[config.mk]
export PLATFORM = sky130hd
export DESIGN_NAME = scc_8530
export DESIGN_NICKNAME = d
export VERILOG_FILES = /design/src/rtl/scc_8530.sv
export SDC_FILE = /design/constraint.sdc
export NUM_CORES = 1
export LEC_CHECK = 0
export ABC_CLOCK_PERIOD_IN_PS = 3050
export BUFFER_PORTS_ARGS = -buffer_cell sky130_fd_sc_hd__clkbuf_2
export CAP_MARGIN = 20
export CORE_MARGIN = 3
export CORE_UTILIZATION = 50
export DETAILED_ROUTE_END_ITERATION = 8
export GPL_ROUTABILITY_DRIVEN = 1
export HOLD_SLACK_MARGIN = 0.05
export PLACE_DENSITY = 0.7
export SLEW_MARGIN = 5
export SYNTH_ARGS = -nofsm -noshare
export SYNTH_HDL_FRONTEND = slang
export SYNTH_SLANG_ARGS = --single-unit
[constraint.sdc]
create_clock -name clk -period 3.05 [get_ports clk]
set_clock_uncertainty 0.05 [all_clocks]
set_input_delay 0.915 -clock clk [delete_from_list [all_inputs] [get_ports clk]]
set_output_delay 0.915 -clock clk [all_outputs]
set_load 0.05 [all_outputs]
[src/rtl/scc_8530.sv]
// scc_8530: Z8530-style dual-channel SCC, register-compatible subset.
// Channel A carries an 8N1 UART on rxd/txd; channel B has registers and
// DCD ext/status interrupts only. Channel index 1 = A, 0 = B throughout.
// Optional build macro SCC_LOOPBACK_EN: WR14A[4] loops A's tx into its rx.
module scc_8530 #(
    parameter int CLK_PER_BIT = 124
) (
    input  logic       clk,
    input  logic       reset_hw,
    input  logic       cep,
    input  logic       cen,
    input  logic       cs,
    input  logic       we,
    input  logic [1:0] rs,
    input  logic [7:0] wdata,
    output logic [7:0] rdata,
    output logic       _irq,
    input  logic       rxd,
    output logic       txd,
    input  logic       cts,
    output logic       rts,
    input  logic       dcd_a,
    input  logic       dcd_b,
    output logic       wreq
);
    localparam int CW = $clog2(CLK_PER_BIT);
    localparam logic [CW-1:0] C_LAST = CW'(CLK_PER_BIT - 1);
    localparam logic [CW-1:0] C_HALF = CW'(CLK_PER_BIT / 2 - 1);

    typedef enum logic [1:0] {RX_IDLE, RX_START, RX_DATA, RX_STOP} rx_st_t;

    logic [3:0]    r_ptr;
    logic [7:0]    r_wr2, r_wr9;
    logic [7:0]    r_wr1 [2], r_wr3 [2], r_wr4 [2], r_wr5 [2];
    logic [7:0]    r_wr10 [2], r_wr11 [2], r_wr12 [2], r_wr13 [2], r_wr14 [2], r_wr15 [2];
    logic [1:0]    r_dcd_s1, r_dcd_s2, r_dcd_d, r_ip_ext;
    logic          r_cts_s1, r_cts_s2, r_rx_s1, r_rx_s2, r_rx_s3;
    logic          r_ip_tx, r_ip_rx, r_rx_avail, r_tx_full, r_irq_n;
    logic [7:0]    r_tbuf, r_rr8;
    logic          r_tx_busy;
    logic [9:0]    r_tx_sh;
    logic [CW-1:0] r_tx_cnt;
    logic [3:0]    r_tx_bits;
    rx_st_t        r_rx_st, w_rx_st;
    logic [CW-1:0] r_rx_cnt, w_rx_cnt;
    logic [2:0]    r_rx_bit, w_rx_bit;
    logic [7:0]    r_rx_sh, w_rx_sh;
    logic          w_rx_done;

    logic w_acc, w_ch, w_ctl_wr, w_ctl_rd, w_dat_wr, w_dat_rd, w_wr0, w_wrn, w_wr9;
    logic w_rst_all, w_rst_a, w_rst_b, w_tx_load, w_tx_line, w_rx_in, w_unused;
    logic [1:0] w_rst_ch, w_ext_set, w_ext_clr;
    logic [2:0] w_code;

    // Bus decode; resets issued through WR9 act in the same cycle as reset_hw
    assign w_acc     = cs && cen;
    assign w_ch      = rs[0];
    assign w_ctl_wr  = w_acc && we && !rs[1];
    assign w_ctl_rd  = w_acc && !we && !rs[1];
    assign w_dat_wr  = w_acc && we && rs[1];
    assign w_dat_rd  = w_acc && !we && rs[1];
    assign w_wr0     = w_ctl_wr && (r_ptr == 4'd0);
    assign w_wrn     = w_ctl_wr && (r_ptr != 4'd0);
    assign w_wr9     = w_wrn && (r_ptr == 4'd9);
    assign w_rst_all = reset_hw || (w_wr9 && wdata[7:6] == 2'b11);
    assign w_rst_a   = w_rst_all || (w_wr9 && wdata[7:6] == 2'b10);
    assign w_rst_b   = w_rst_all || (w_wr9 && wdata[7:6] == 2'b01);
    assign w_rst_ch  = {w_rst_a, w_rst_b};

    // Pointer and shared registers
    always_ff @(posedge clk) begin
        if (w_rst_all) begin
            r_ptr <= 4'd0;
            r_wr2 <= '0;
            r_wr9 <= '0;
        end else begin
            if (w_wr0)
                r_ptr <= {wdata[5:3] == 3'b001, wdata[2:0]};
            else if ((w_ctl_wr || w_ctl_rd) && r_ptr != 4'd0)
                r_ptr <= 4'd0;
            if (w_wrn && r_ptr == 4'd2) r_wr2 <= wdata;
            if (w_wr9) r_wr9 <= wdata;
        end
    end

    // Per-channel write registers
    always_ff @(posedge clk) begin
        for (int c = 0; c < 2; c++) begin
            if (w_rst_ch[c]) begin
                r_wr1[c]  <= '0; r_wr3[c]  <= '0; r_wr4[c]  <= '0; r_wr5[c]  <= '0;
                r_wr10[c] <= '0; r_wr11[c] <= '0; r_wr12[c] <= '0; r_wr13[c] <= '0;
                r_wr14[c] <= '0; r_wr15[c] <= '0;
            end else if (w_wrn && (w_ch == (c == 1))) begin
                case (r_ptr)
                    4'd1:    r_wr1[c]  <= wdata;
                    4'd3:    r_wr3[c]  <= wdata;
                    4'd4:    r_wr4[c]  <= wdata;
                    4'd5:    r_wr5[c]  <= wdata;
                    4'd10:   r_wr10[c] <= wdata;
                    4'd11:   r_wr11[c] <= wdata;
                    4'd12:   r_wr12[c] <= wdata;
                    4'd13:   r_wr13[c] <= wdata;
                    4'd14:   r_wr14[c] <= wdata;
                    4'd15:   r_wr15[c] <= wdata;
                    default: ;
                endcase
            end
        end
    end

    // Input synchronisers; left unreset so reset never fakes a DCD/start edge
    always_ff @(posedge clk) begin
        r_dcd_s1 <= {dcd_a, dcd_b};
        r_dcd_s2 <= r_dcd_s1;
        r_dcd_d  <= r_dcd_s2;
        r_cts_s1 <= cts;
        r_cts_s2 <= r_cts_s1;
        r_rx_s1  <= w_rx_in;
        r_rx_s2  <= r_rx_s1;
        r_rx_s3  <= r_rx_s2;
    end

    assign w_ext_set[1] = (r_dcd_s2[1] ^ r_dcd_d[1]) && r_wr15[1][3] && r_wr1[1][0];
    assign w_ext_set[0] = (r_dcd_s2[0] ^ r_dcd_d[0]) && r_wr15[0][3] && r_wr1[0][0];
    assign w_ext_clr[1] = w_wr0 && w_ch && (wdata[5:3] == 3'b010);
    assign w_ext_clr[0] = w_wr0 && !w_ch && (wdata[5:3] == 3'b010);

    // Ext/status pending bits; a DCD edge beats a same-cycle clear
    always_ff @(posedge clk) begin
        for (int c = 0; c < 2; c++) begin
            if (w_rst_ch[c])       r_ip_ext[c] <= 1'b0;
            else if (w_ext_set[c]) r_ip_ext[c] <= 1'b1;
            else if (w_ext_clr[c]) r_ip_ext[c] <= 1'b0;
        end
    end

    assign w_tx_load = r_tx_full && !r_tx_busy && r_wr5[1][3];

    // Channel A tx buffer, rx holding register and their pending bits
    always_ff @(posedge clk) begin
        if (w_rst_a) begin
            r_tbuf <= '0; r_tx_full <= 1'b0; r_ip_tx <= 1'b0;
            r_rr8  <= '0; r_rx_avail <= 1'b0; r_ip_rx <= 1'b0;
        end else begin
            if (w_dat_wr && w_ch) begin
                r_tbuf    <= wdata;
                r_tx_full <= 1'b1;
                r_ip_tx   <= 1'b0;
            end else begin
                if (w_wr0 && w_ch && wdata[5:3] == 3'b101) r_ip_tx <= 1'b0;
                if (w_tx_load) begin
                    r_tx_full <= 1'b0;
                    if (r_wr1[1][1]) r_ip_tx <= 1'b1;
                end
            end
            if (w_dat_rd && w_ch) begin
                r_rx_avail <= 1'b0;
                r_ip_rx    <= 1'b0;
            end
            if (w_rx_done) begin
                r_rr8      <= r_rx_sh;
                r_rx_avail <= 1'b1;
                if (r_wr1[1][4:3] != 2'b00) r_ip_rx <= 1'b1;
            end
        end
    end

    // Tx shifter: {stop, data, start} shifted LSB first, filled with idle 1s
    always_ff @(posedge clk) begin
        if (w_rst_a) begin
            r_tx_busy <= 1'b0; r_tx_sh <= '1; r_tx_cnt <= '0; r_tx_bits <= '0;
        end else if (w_tx_load) begin
            r_tx_busy <= 1'b1;
            r_tx_sh   <= {1'b1, r_tbuf, 1'b0};
            r_tx_cnt  <= '0;
            r_tx_bits <= '0;
        end else if (r_tx_busy) begin
            if (r_tx_cnt == C_LAST) begin
                r_tx_cnt  <= '0;
                r_tx_sh   <= {1'b1, r_tx_sh[9:1]};
                r_tx_bits <= r_tx_bits + 4'd1;
                if (r_tx_bits == 4'd9) r_tx_busy <= 1'b0;
            end else begin
                r_tx_cnt <= r_tx_cnt + 1'b1;
            end
        end
    end

    assign w_tx_line = r_tx_sh[0];
`ifdef SCC_LOOPBACK_EN
    assign w_rx_in = r_wr14[1][4] ? w_tx_line : rxd;
    assign txd     = r_wr14[1][4] ? 1'b1 : w_tx_line;
`else
    assign w_rx_in = rxd;
    assign txd     = w_tx_line;
`endif

    // Receiver state register
    always_ff @(posedge clk) begin
        if (w_rst_a) begin
            r_rx_st <= RX_IDLE; r_rx_cnt <= '0; r_rx_bit <= '0; r_rx_sh <= '0;
        end else begin
            r_rx_st <= w_rx_st; r_rx_cnt <= w_rx_cnt; r_rx_bit <= w_rx_bit; r_rx_sh <= w_rx_sh;
        end
    end

    // Receiver next state: half-bit to mid start, then full bits to mid data/stop
    always_comb begin
        w_rx_st   = r_rx_st;
        w_rx_cnt  = r_rx_cnt + 1'b1;
        w_rx_bit  = r_rx_bit;
        w_rx_sh   = r_rx_sh;
        w_rx_done = 1'b0;
        case (r_rx_st)
            RX_IDLE: begin
                w_rx_cnt = '0;
                if (r_wr3[1][0] && r_rx_s3 && !r_rx_s2) w_rx_st = RX_START;
            end
            RX_START: if (r_rx_cnt == C_HALF) begin
                w_rx_cnt = '0;
                w_rx_bit = '0;
                w_rx_st  = r_rx_s2 ? RX_IDLE : RX_DATA;
            end
            RX_DATA: if (r_rx_cnt == C_LAST) begin
                w_rx_cnt = '0;
                w_rx_sh  = {r_rx_s2, r_rx_sh[7:1]};
                w_rx_bit = r_rx_bit + 3'd1;
                if (r_rx_bit == 3'd7) w_rx_st = RX_STOP;
            end
            RX_STOP: if (r_rx_cnt == C_LAST) begin
                w_rx_cnt  = '0;
                w_rx_st   = RX_IDLE;
                w_rx_done = r_rx_s2;
            end
            default: w_rx_st = RX_IDLE;
        endcase
    end

    // Highest pending interrupt code for RR2B
    always_comb begin
        w_code = 3'b011;
        if (r_ip_rx)          w_code = 3'b110;
        else if (r_ip_tx)     w_code = 3'b100;
        else if (r_ip_ext[1]) w_code = 3'b101;
        else if (r_ip_ext[0]) w_code = 3'b001;
    end

    // Read mux
    always_comb begin
        rdata = 8'h00;
        if (rs[1]) begin
            rdata = w_ch ? r_rr8 : 8'h00;
        end else begin
            case (r_ptr)
                4'd0:    rdata = w_ch ? {2'b00, r_cts_s2, 1'b0, r_dcd_s2[1], !r_tx_full, 1'b0, r_rx_avail}
                                      : {2'b00, 1'b1, 1'b0, r_dcd_s2[0], 1'b1, 2'b00};
                4'd1:    rdata = 8'h01;
                4'd2:    rdata = w_ch ? r_wr2 : {r_wr2[7:4], w_code, r_wr2[0]};
                4'd3:    rdata = w_ch ? {2'b00, r_ip_rx, r_ip_tx, r_ip_ext[1], 2'b00, r_ip_ext[0]} : 8'h00;
                4'd12:   rdata = r_wr12[w_ch];
                4'd13:   rdata = r_wr13[w_ch];
                4'd15:   rdata = r_wr15[w_ch];
                default: rdata = 8'h00;
            endcase
        end
    end

    // Registered interrupt line
    always_ff @(posedge clk) begin
        if (w_rst_all) r_irq_n <= 1'b1;
        else           r_irq_n <= !(r_wr9[3] && (r_ip_rx || r_ip_tx || (|r_ip_ext)));
    end

    assign _irq = r_irq_n;
    assign rts  = !r_wr5[1][1];
    assign wreq = r_wr1[1][7] && (r_wr1[1][5] ? r_rx_avail : !r_tx_full);

    // Stored-only register bits and the unused bus phase
    assign w_unused = ^{cep, r_wr1[0], r_wr1[1], r_wr3[0], r_wr3[1], r_wr4[0], r_wr4[1],
                        r_wr5[0], r_wr5[1], r_wr10[0], r_wr10[1], r_wr11[0], r_wr11[1],
                        r_wr14[0], r_wr14[1], r_wr15[0], r_wr15[1], r_wr9};
endmodule

==> run metrics <==
FMAX ~300 MHz; worst slew pin tran 0.782 ns; # fillers about 1000; Seq/Total Area, Yosys 51.8%; # DRC 0; relative slew slack 47.3%; critical path class input port to primary output; Post-DRT Antenna Nets 0; port bufs 30; maximum capacitance violations 0; DP Worst Slack -0.467 ns; Leak 3.10 nW; Post-Syn Instances 645; fin nets 737; DP Area 0.00738 sq mm; most common cell after layout, fill and taps aside dfxtp_1; initial core utilization a little over half; crit path capture type primary output; DIE AREA 0.0150 sq mm; multi-input logic area 0.00312 sq mm; Hold Slack 0.284 ns; Power Dens Cells 531 mW/mm^2; core area between 0.01 and 0.015 sq mm; startpoint types input port; Tot Pwr around 4.4 mW; CTS max path bufs 2; total wire length ~18000 um; DR WL/cell 20.3 um; Synth warnings 0; met3 Resource Use GR between 5 and 6%; VDD IR max between 0.0004 and 0.0005 V; Setup WS post-layout -0.235 ns; Post-Layout Cell Count 894; Critical Path AT 2.32 ns; TritonCTS sink count 146; post-route minimum period 3.28 ns; unrepaired setup endpoints after global routing yes; largest net degree at the start of global routing 24; post-synth design cell area about 0.0068 sq mm; chip height 122 um; total grt overflow 0; clock root buffer clkbuf_16; initial antenna violation count 0; Yosys cell types 75; post-route cell area 0.00825 sq mm; vias post-DR 5261; async set or reset register ratio after synthesis 0%; met2 usage 39.4%; DP Wirelength 12500 um; io pins 32; number of synthesized flops with an enable pin between 50 and 60; CTS tree built; r2r setup slk 0.64 ns; vias in the first global route 5101; Final Max Tran Viols 0; worst-path maximum fanout 7; share of layout cells above drive strength 1 between 20% and 30%; cts hold-fix bufs 0; drt pass-1 iters 7; Avg Inst Size Synth 10.5 sq um; most frequent cells in the layout 84 x dfxtp_1, 58 x edfxtp_1, 54 x nor2_1, 54 x buf_4, 53 x and2_1; failing checks setup timing; most frequently used flop master after synthesis dfxtp_1; std cell rows 41; Placer Congestion approximately 0.94; placed insts between 800 and 900; CTS Buf Count 17; gr busiest metal met2; GRT Total Usage roughly 25%; status finished, violations left; worst skew pair latency 0.43 ns; Final Hold Fails 0; die width ~120 um; Setup Viol. Count Final 8; crit share post-route 108%; Synth Register Bits 146; worst path required time 2.08 ns; Reg clk slew, reported paths 0.06 ns; area occupied by registers 0.00351 sq mm; Starting DRT DRC Count 598; first-pass GRT wire length 28300 um; M1 GR Usage 34.8%; Layout area overhead 21.9%; vias per cell 5.88; H-tree depth 4; Antenna Cells 0; Min-Delay Path Class register to register; syn nets 672
synth_stat cells, drive strengths merged, types with 7 or more instances:
cell	instances	share of area [%]
edfxtp	58	26
nand3	22	1.9
mux2i	39	5.8
inv	13	0.72
xnor2	7	0.91
clkbuf	17	0.94
nor2	56	3.2
and2	54	5.0
buf	28	2.6
dfxtp	88	26
nand4	12	1.1
ha	7	1.3
a21oi	27	2.0
nor4	14	1.5
nand2	42	2.3
o21ai	27	2.0
o211ai	8	0.89
a221oi	10	1.4
nor3	14	1.6
final timing paths:
check | from | to | cells past startpoint
worst max-delay path | rs[0] | rdata[4] | 6
worst max register to register | r_ptr[2]$_SDFFE_PP0P_ | r_wr1[1][7]$_SDFFCE_PN0P_ | 5
worst min register to register | r_cts_s1$_DFF_P_ | r_cts_s2$_DFF_P_ | 0
worst min-delay path | r_cts_s1$_DFF_P_ | r_cts_s2$_DFF_P_ | 0
area by class of cell:
class	count	share of cell area (%)
Multi-Input combinational cell	441	37.8
Inverter	13	0.592
Clock inverter	11	1.21
Timing Repair Buffer	91	9.48
Sequential cell	146	42.6
Clock buffer	20	5.67
Tap cell	172	2.61
power by group:
group	total, mW	internal [mW]	leakage [nW]	switching [mW]
sequential	2.09	2.06	1.31	0.0247
combinational	0.273	0.104	1.50	0.170
clock	2.01	1.19	0.286	0.824
critical path, cell delays in order:
cell	delay [ns]
clkbuf_16	0.14
mux2_4	0.29
a222oi_1	0.33
o221ai_2	0.20
a22o_4	0.27
clkbuf_16	0.17
what timing repair did:
action | 4_1_cts | 5_1_grt
endpoints found under the setup margin | 8 | 8
gates cloned | 1 | 0
setup buffers | 7 | 0
resized for setup | 41 | 8
pin swaps | 11 | 4
endpoints found under the hold margin | 0 | 0
cell families after synthesis:
group / after synthesis / synth area share [%]
muxes: 43 / 6.60
buffers and inverters: 58 / 4.29
AOI/OAI and AO/OA: 120 / 12.1
DFF: 146 / 51.8
and+or+nand+nor: 258 / 22.3
adders and majority gates: 7 / 1.29
xor gates and xnor gates: 13 / 1.68
layer usage:
layer / part of all wire [%] / wire, um / vias to the layer above
li1: - / - / 2510
met1: 44 / 8040 / 2504
met2: 46 / 8290 / 210
met3: 7.2 / 1310 / 37
met4: 2.7 / 483 / 0
met5: 0 / 0 / -
registers in the layout (all words and copies together) (netlist names), 2 cells and up, named ones only:
register and count:
r_dcd_d 2, r_dcd_s2 2, r_wr15 16, r_ip_ext 2, r_rx_bit 3, r_tbuf 8, r_tx_sh 9, r_tx_bits 4
r_ptr 4, r_wr5 2, r_wr1 7, r_dcd_s1 2, r_wr12 16, r_wr13 16, r_rx_sh 8, r_rr8 8
r_tx_cnt 7, r_rx_cnt 7, r_wr2 8
per-stage QoR:
stage          utilization (%)  setup TNS (ns)
3_3_place_gp              57.1           -2.18
2_1_floorplan                -          -0.273
6_report                  63.8           -1.06
5_1_grt                   63.8           -1.42
3_5_place_dp              57.1           -2.46
4_1_cts                   63.6           -1.15
No activity file was read; power rests on OpenSTA's default activity.
